**src/rtl/spi_ram_pkg.sv**
```systemverilog
// Shared definitions for the SPI RAM front-end: FSM state encoding,
// command opcodes and the command frame length.
package spi_ram_pkg;

    typedef enum logic [2:0] {
        IDLE      = 3'd0,
        CHK_CMD   = 3'd1,
        WRITE     = 3'd2,
        READ_ADD  = 3'd3,
        READ_DATA = 3'd4
    } state_t;

    localparam logic [1:0] OP_WR_ADDR = 2'b00;
    localparam logic [1:0] OP_WR_DATA = 2'b01;
    localparam logic [1:0] OP_RD_ADDR = 2'b10;
    localparam logic [1:0] OP_RD_DATA = 2'b11;

    localparam int unsigned CMD_BITS = 10;

endpackage

```
**src/rtl/spi_tx_serializer.sv**
```systemverilog
// Loads a RAM read word on strobe and shifts it MSB-first onto miso,
// pulsing tx_done for one cycle once the last bit has been driven.
module spi_tx_serializer #(
    parameter int unsigned DATA_W = 8
) (
    input  logic              clk,
    input  logic              rst,
    input  logic              clr,
    input  logic              load,
    input  logic [DATA_W-1:0] data,
    output logic              miso,
    output logic              tx_done
);

    localparam int unsigned CNT_W = (DATA_W > 1) ? $clog2(DATA_W) : 1;

    logic [DATA_W-1:0] shreg;
    logic [CNT_W-1:0]  cnt;
    logic              active;

    always_ff @(posedge clk or posedge rst) begin
        if (rst) begin
            shreg   <= '0;
            cnt     <= '0;
            active  <= 1'b0;
            miso    <= 1'b0;
            tx_done <= 1'b0;
        end else if (clr) begin
            shreg   <= '0;
            cnt     <= '0;
            active  <= 1'b0;
            miso    <= 1'b0;
            tx_done <= 1'b0;
        end else begin
            tx_done <= 1'b0;
            if (load) begin
                shreg  <= data;
                cnt    <= '0;
                active <= 1'b1;
                miso   <= 1'b0;
            end else if (active) begin
                miso  <= shreg[DATA_W-1];
                shreg <= {shreg[DATA_W-2:0], 1'b0};
                if (cnt == CNT_W'(DATA_W - 1)) begin
                    active  <= 1'b0;
                    tx_done <= 1'b1;
                end else begin
                    cnt <= cnt + 1'b1;
                end
            end else begin
                miso <= 1'b0;
            end
        end
    end

endmodule

```
**src/rtl/spi_ram_ctrl.sv**
```systemverilog
// SPI slave sequencer: decodes MOSI command frames into RAM commands and
// returns RAM read data on MISO once a read address has been loaded.
module spi_ram_ctrl
    import spi_ram_pkg::*;
#(
    parameter int unsigned ADDR_SIZE = 8
) (
    input  logic                 clk,
    input  logic                 rst,
    input  logic                 ss_n,
    input  logic                 mosi,
    output logic                 miso,
    output logic [ADDR_SIZE+1:0] rx_data,
    output logic                 rx_valid,
    input  logic [ADDR_SIZE-1:0] tx_data,
    input  logic                 tx_valid
);

    localparam logic [3:0] LAST_BIT = 4'(ADDR_SIZE + 1);

    state_t             state;
    logic               rd_addr_loaded;
    logic [3:0]         bit_cnt;
    // Holds the first ADDR_SIZE+1 bits; the final bit goes straight into rx_data.
    logic [ADDR_SIZE:0] rx_shift;
    logic               done;
    logic               tx_started;
    logic               tx_load;
    logic               tx_done;

    assign tx_load = !ss_n && (state == READ_DATA) && done && !tx_started && tx_valid;

    spi_tx_serializer #(
        .DATA_W (ADDR_SIZE)
    ) u_tx (
        .clk     (clk),
        .rst     (rst),
        .clr     (ss_n),
        .load    (tx_load),
        .data    (tx_data),
        .miso    (miso),
        .tx_done (tx_done)
    );

    always_ff @(posedge clk or posedge rst) begin
        if (rst) begin
            state          <= IDLE;
            rd_addr_loaded <= 1'b0;
            bit_cnt        <= '0;
            rx_shift       <= '0;
            done           <= 1'b0;
            tx_started     <= 1'b0;
            rx_data        <= '0;
            rx_valid       <= 1'b0;
        end else begin
            rx_valid <= 1'b0;
            // A completed readout clears the flag even if ss_n rises on this edge.
            if (tx_done) begin
                rd_addr_loaded <= 1'b0;
            end
            if (ss_n) begin
                state      <= IDLE;
                bit_cnt    <= '0;
                done       <= 1'b0;
                tx_started <= 1'b0;
            end else begin
                case (state)
                    IDLE: begin
                        state   <= CHK_CMD;
                        bit_cnt <= '0;
                        done    <= 1'b0;
                    end
                    CHK_CMD: begin
                        if (!mosi) begin
                            state <= WRITE;
                        end else if (rd_addr_loaded) begin
                            state <= READ_DATA;
                        end else begin
                            state <= READ_ADD;
                        end
                    end
                    WRITE, READ_ADD, READ_DATA: begin
                        if (!done) begin
                            rx_shift <= {rx_shift[ADDR_SIZE-1:0], mosi};
                            if (bit_cnt == LAST_BIT) begin
                                rx_data  <= {rx_shift, mosi};
                                rx_valid <= 1'b1;
                                done     <= 1'b1;
                                if (state == READ_ADD) begin
                                    rd_addr_loaded <= 1'b1;
                                end
                            end else begin
                                bit_cnt <= bit_cnt + 1'b1;
                            end
                        end
                        if (tx_load) begin
                            tx_started <= 1'b1;
                        end
                    end
                    default: state <= IDLE;
                endcase
            end
        end
    end

endmodule

```
**config.mk**
```make
export PLATFORM = sky130hd
export DESIGN_NAME = spi_ram_ctrl
export DESIGN_NICKNAME = d
export VERILOG_FILES = /design/src/rtl/spi_ram_pkg.sv /design/src/rtl/spi_tx_serializer.sv /design/src/rtl/spi_ram_ctrl.sv
export SDC_FILE = /design/constraint.sdc
export NUM_CORES = 1
export LEC_CHECK = 0
export BUFFER_PORTS_ARGS = -buffer_cell sky130_fd_sc_hd__buf_2
export CAP_MARGIN = 40
export CORE_UTILIZATION = 61
export DETAILED_ROUTE_END_ITERATION = 8
export PLACE_DENSITY = 0.83
export SLEW_MARGIN = 10
export SYNTH_ARGS = -nofsm -noshare
export SYNTH_HDL_FRONTEND = slang
export SYNTH_HIERARCHICAL = 1
export SYNTH_SLANG_ARGS = --single-unit
```
**constraint.sdc**
```tcl
create_clock -name clk -period 5.6 [get_ports clk]
set_clock_uncertainty 0.2 [all_clocks]
set_input_delay 1.12 -clock clk [delete_from_list [all_inputs] [get_ports clk]]
set_output_delay 1.12 -clock clk [all_outputs]
set_load 0.05 [all_outputs]
```
After elaboration in Yosys (flattened, before gate mapping)

Index checks and enable logic that the tools add are counted.

RAM bits: 0
Input bits: 13
Bits in registers: 44
Word-level logic and storage cells: 86
Bits in read-only memories: 0
Output and inout bits: 12
Memories: 0
Bits in latches: 0

Shifts and indexed selects: 0
Mux-type cells: 42
Reductions and logical operators: 17
Divide/modulo/power cells: 0
$add $sub $neg: 2
Equality and inequality tests: 10
Multipliers: 0
Bitwise gates (word level): 2
$lt $le $gt $ge: 0

Operators by type and width:

| kind                  | count |
|---|---|
| $mux W1               | 26 |
| $mux W8               | 3 |
| $mux W3               | 7 |
| $mux W4               | 3 |
| $ne A3 B3 Y1 const B  | 3 |
| $pmux W3 S3           | 1 |
| $pmux W4 S2           | 1 |
| $eq A3 B2 Y1 const B  | 2 |
| $eq A3 B3 Y1 const B  | 2 |
| $reduce_and A3 Y1     | 2 |
| $reduce_bool A3 Y1    | 2 |
| $add A4 B1 Y4 const B | 1 |
| $eq A4 B4 Y1 const B  | 1 |
| $logic_and A1 B1 Y1   | 4 |
| $reduce_and A2 Y1     | 2 |
| $reduce_and A4 Y1     | 1 |
| $reduce_bool A2 Y1    | 2 |
| $add A3 B1 Y3 const B | 1 |
| $eq A3 B1 Y1 const B  | 1 |
| $logic_not A3 Y1      | 1 |
| $reduce_or A3 Y1      | 1 |
| $logic_not A1 Y1      | 2 |
| $ne A2 B2 Y1 const B  | 1 |
| $not A1 Y1            | 2 |
| $pmux W1 S2           | 1 |

Logic depth before layout (Yosys ltp)

Word-level depth: 8
Mapped depth: 8
Mapped depth without buffers: 6

Cells and area by module

Netlist, hierarchy kept.

By module, submodules not included:

| module            | area an instance (um^2) | cells an instance | sequential area each (um^2) | times used |
|---|---|---|---|---|
| spi_ram_ctrl      | 1370.1                  | 107               | 750.7                       | 1 |
| spi_tx_serializer | 699.4                   | 57                | 350.3                       | 1 |

Least setup slack after synthesis

OpenSTA, ideal clock, no wires.

Kind: input to register
From: input tx_valid
To: register u_tx.shreg[3]
Arrival: 1.886 ns
Path slack: 3.382 ns
Data required time: 5.268 ns
Path buffers: 2
Library setup time: 0.132 ns
Cell stages on the path: 6
Path through: nand3_1 > nor3_1 > buf_2 > buf_4 > mux2i_1 > nor2_1

Word-level cells in the longest chain between the ends: 3
Elaborated cells on any way between the ends: 4
Those cells by class: mux (2); reduce/logical (2)

RTL lines:

| element               | line                    | source |
|---|---|---|
| from (decl)           | spi_ram_ctrl.sv:16      | `input logic tx_valid` |
| $logic_and A1 B1 Y1 * | spi_ram_ctrl.sv:31      | `assign tx_load = !ss_n && (state == READ_DATA) && done && !tx_started && tx_valid;` |
| net tx_load           | spi_ram_ctrl.sv:28      | `logic tx_load;` |
| $mux W8               | spi_tx_serializer.sv:36 | `if (load) begin` |
| $mux W8               | spi_tx_serializer.sv:28 | `end else if (clr) begin` |
| to (signal assigned)  | spi_tx_serializer.sv:37 | `shreg <= data;` |
| to (signal assigned)  | spi_tx_serializer.sv:43 | `shreg <= {shreg[DATA_W-2:0], 1'b0};` |
| to (decl)             | spi_tx_serializer.sv:17 | `logic [DATA_W-1:0] shreg;` |

The timed path passes the listed nets; every way through them passes the cells marked *.
A chain may end at the register's enable or synchronous reset.

Worst setup path after layout

From: register rx_data[1]
To: output rx_data[1]

RTL lines:

| element                | line               | source |
|---|---|---|
| from (decl)            | spi_ram_ctrl.sv:13 | `output logic [ADDR_SIZE+1:0] rx_data,` |
| from (signal assigned) | spi_ram_ctrl.sv:86 | `rx_data <= {rx_shift, mosi};` |

No word-level cell between the ends.

==> impl_metrics.env <==
export IMPL_critPathCaptureType="primary output"
export IMPL_critPathLaunchType="register"
export IMPL_min_period_ns=2.315
export IMPL_area_delta_synth_final_pct=13.66
export IMPL_grt_remaining_overflow=0
export IMPL_drive_gt1_share_pct=36.51
export IMPL_internal_power_w=0.0005632
export IMPL_yosysMostFrequentCell="dfrtp_1"
export IMPL_synth_top_cells_by_count="44 x dfrtp_1, 20 x mux2_2, 13 x nor2_1"
export IMPL_diodes=0
export IMPL_finalCritPeriodShare_pct=41.34
export IMPL_drc=0
export IMPL_setup_ws_ns=3.285
export IMPL_max_cap_viol_count=0
export IMPL_routed_wl_microns=3617
export IMPL_p_switching_w=0.0001553
export IMPL_synth_warnings=6
export IMPL_nets=205
export IMPL_tns_ns=0
export IMPL_worst_path_buf_inv=1
export IMPL_synthTopCellsByArea="dfrtp_1 53%, mux2_2 11%, mux2_4 5.1%"
export IMPL_p_leak_nw=1.152
export IMPL_cts_inserted_buffers=5
export IMPL_hold_class="reg2reg"
export IMPL_max_slew_margin_rel_pct=59.41
export IMPL_outcome="finished, final reports clean"
export IMPL_slew_violations=0
export IMPL_cp_required_ns=4.28
export IMPL_grt_max_degree=21
export IMPL_cp_arrival_ns=0.99
export IMPL_hold_viol_final=0
export IMPL_syn_nets=181
export IMPL_cp_max_fo=2
export IMPL_core_area_sq_um=3128
export IMPL_switching_share_pct=21.61
export IMPL_avgViaCountPerCell=5.670
export IMPL_power_frac_comb_pct=9.1
export IMPL_num_vias=1321
export IMPL_clock_latency_ns=0.36
export IMPL_seqPwrFrac_pct=51.3
export IMPL_syn_area_sq_um=2069
export IMPL_wl_per_cell_microns=15.52
export IMPL_synth_cell_types=41
export IMPL_cts_tree="done"
export IMPL_critPathSlowestCell="dfrtp_1"
export IMPL_setup_viol=0
export IMPL_ant_nets=0
export IMPL_fp_dieW_microns=60.25
export IMPL_cts_htree_levels=2
export IMPL_gp_congestion=0.8062
export IMPL_slowest_delay_ns=0.37
export IMPL_post_cts_buffers=0
export IMPL_ys_ff_latch=44
export IMPL_die_y_microns=60.25
export IMPL_die_area_sq_um=3629
export IMPL_peakVddDrop_v=0.0001756
export IMPL_ys_seq_area_share_pct=53.20
export IMPL_wl_met1_microns=1503
export IMPL_syn_inst=164
export IMPL_final_cell_count_no_fill=233
export IMPL_post_cts_resize_count=0
export IMPL_grt_use_total_pct=23.12
export IMPL_yosys_most_used_dff="dfrtp_1"
export IMPL_dpl_worst_slack_ns=2.926
export IMPL_path_cells="buf_2"
export IMPL_multi_input_area_sq_um=879.6
export IMPL_hold_buffers=0
export IMPL_synth_area_per_cell_sq_um=12.62
export IMPL_tightest_slew_ns=0.6070
export IMPL_cts_sinks=44
export IMPL_n_fill_cell=221
export IMPL_drtPass1Iterations=4
export IMPL_num_rows=20
export IMPL_netlist_area_leader_share_pct=53.20
export IMPL_placed_cells=225
export IMPL_drt_initial_drc_count=43
export IMPL_postSynth_asyncResetShare_pct=100.0
export IMPL_portBuffers=24
export IMPL_power_density_nw_per_um2=305.4
export IMPL_synth_edf_count=0
export IMPL_grt_pass1_wl_microns=5975
export IMPL_worstSetupPathType="reg2out"
export IMPL_yosysTopAreaCell="dfrtp_1"
export IMPL_rsz0062_at_grt="false"
export IMPL_seqCellArea_sq_um=1101
export IMPL_max_freq_ghz=0.4320
export IMPL_path_clk_slew_ns=0.13
export IMPL_routed_wl_met2_microns=1893
export IMPL_ctsLongestPathBuffers=2
export IMPL_start_util_pct=66.16
export IMPL_ios=25
export IMPL_p_clk_share_pct=39.6
export IMPL_crit_family="flip-flops"
export IMPL_post_dp_hpwl_microns=2637
export IMPL_wl_met3_microns=133
export IMPL_antenna_found_initial=0
export IMPL_routed_top_layer="met4"
export IMPL_root_buffer="clkbuf_4"
export IMPL_grt_pass1_vias=1385
## cell families after synthesis
| kind of cell | count (synthesis) | synth area share, % |
|---|---|---|
| compound gates | 18 | 6.772 |
| xor+xnor | 1 | 0.4233 |
| fa+ha+maj | 4 | 2.418 |
| buf+inv | 17 | 4.534 |
| flops | 44 | 53.20 |
| mux | 36 | 20.31 |
| simple gates | 44 | 12.34 |
## area by class of cell
class                   instances  area share (%)
multi-input cells             103           37.39
flip-flops and latches         44           46.81
clock buffers                   5           1.596
clock inverters                 3           3.830
repair buffers                 26           6.755
well taps                      44           2.340
inverters                       8           1.277
## metrics by stage
step | hold slack, ns | util [%] | total power [W] | area (sq um)
6_report | 0.2565 | 75.20 | 0.0007184 | 2352
5_1_grt | 0.2585 | 75.20 | 0.0007468 | 2352
4_1_cts | 0.2592 | 75.20 | 0.0007253 | 2352
3_5_place_dp | 0.2496 | 71.12 | 0.0004421 | 2225
3_3_place_gp | 0.2244 | 69.88 | 0.0004322 | 2186
2_1_floorplan | 0.2094 | - | 0.0004191 | 2069
## power by group through the flow
stage	combinational (W)	clock [W]	sequential [W]
after floorplan	0.0000557	0	0.000363
after global placement	0.0000600	0	0.000372
after detailed placement	0.0000662	0	0.000376
after CTS	0.0000666	0.000289	0.000369
after global routing	0.0000726	0.000301	0.000373
final	0.0000654	0.000284	0.000369
## sequential cells by signal, summed over array words and instances (netlist names)
| signal | count |
|---|---|
| rx_data | 10 |
| rd_addr_loaded | 1 |
| u_tx/tx_done | 1 |
| rx_shift | 9 |
| u_tx/cnt | 3 |
| u_tx/active | 1 |
| rx_valid | 1 |
| state | 3 |
| tx_started | 1 |
| u_tx/miso | 1 |
| done | 1 |
| bit_cnt | 4 |
| u_tx/shreg | 8 |
## layer usage
layer	vias up	track usage [%]
met2	34	39.87
met1	640	25.99
li1	637	-
met3	10	6.061
met4	0	11.96
met5	-	0
## layout by cell type (no fill, tap or decap), types with 2 or more instances in the layout
cell type / Yosys / final
o21ai_0: 3 / 3
and3_1: 2 / 2
dfrtp_1: 44 / 44
nand4b_1: 2 / 2
nand3_1: 7 / 7
nor3_1: 6 / 5
and2b_2: 2 / 2
o2111ai_1: 3 / 3
mux2_2: 20 / 20
nor2_1: 13 / 13
a21oi_1: 3 / 3
clkbuf_4: 0 / 5
mux2i_1: 9 / 9
o32ai_1: 2 / 2
ha_1: 4 / 4
nand2_1: 2 / 2
bufinv_16: 0 / 3
inv_1: 7 / 7
buf_2: 2 / 24
mux2_4: 7 / 7
## worst paths after layout
| path | to | slack, ns | depth (start not counted) | start |
|---|---|---|---|---|
| worst max-delay path | rx_data[1] | 3.29 | 1 | rx_data[1] |
| min in group asynchronous | u_tx/shreg[5] | 0.59 | 2 | rst |
| worst max register to register | u_tx/shreg[0] | 3.29 | 7 | state[0] |
| worst min-delay path | rd_addr_loaded | 0.26 | 1 | u_tx/tx_done |
| max in group asynchronous | rx_valid | 4.11 | 3 | rst |
| worst min register to register | rd_addr_loaded | 0.26 | 1 | u_tx/tx_done |
Note: power is estimated with default switching activity, not from simulation.
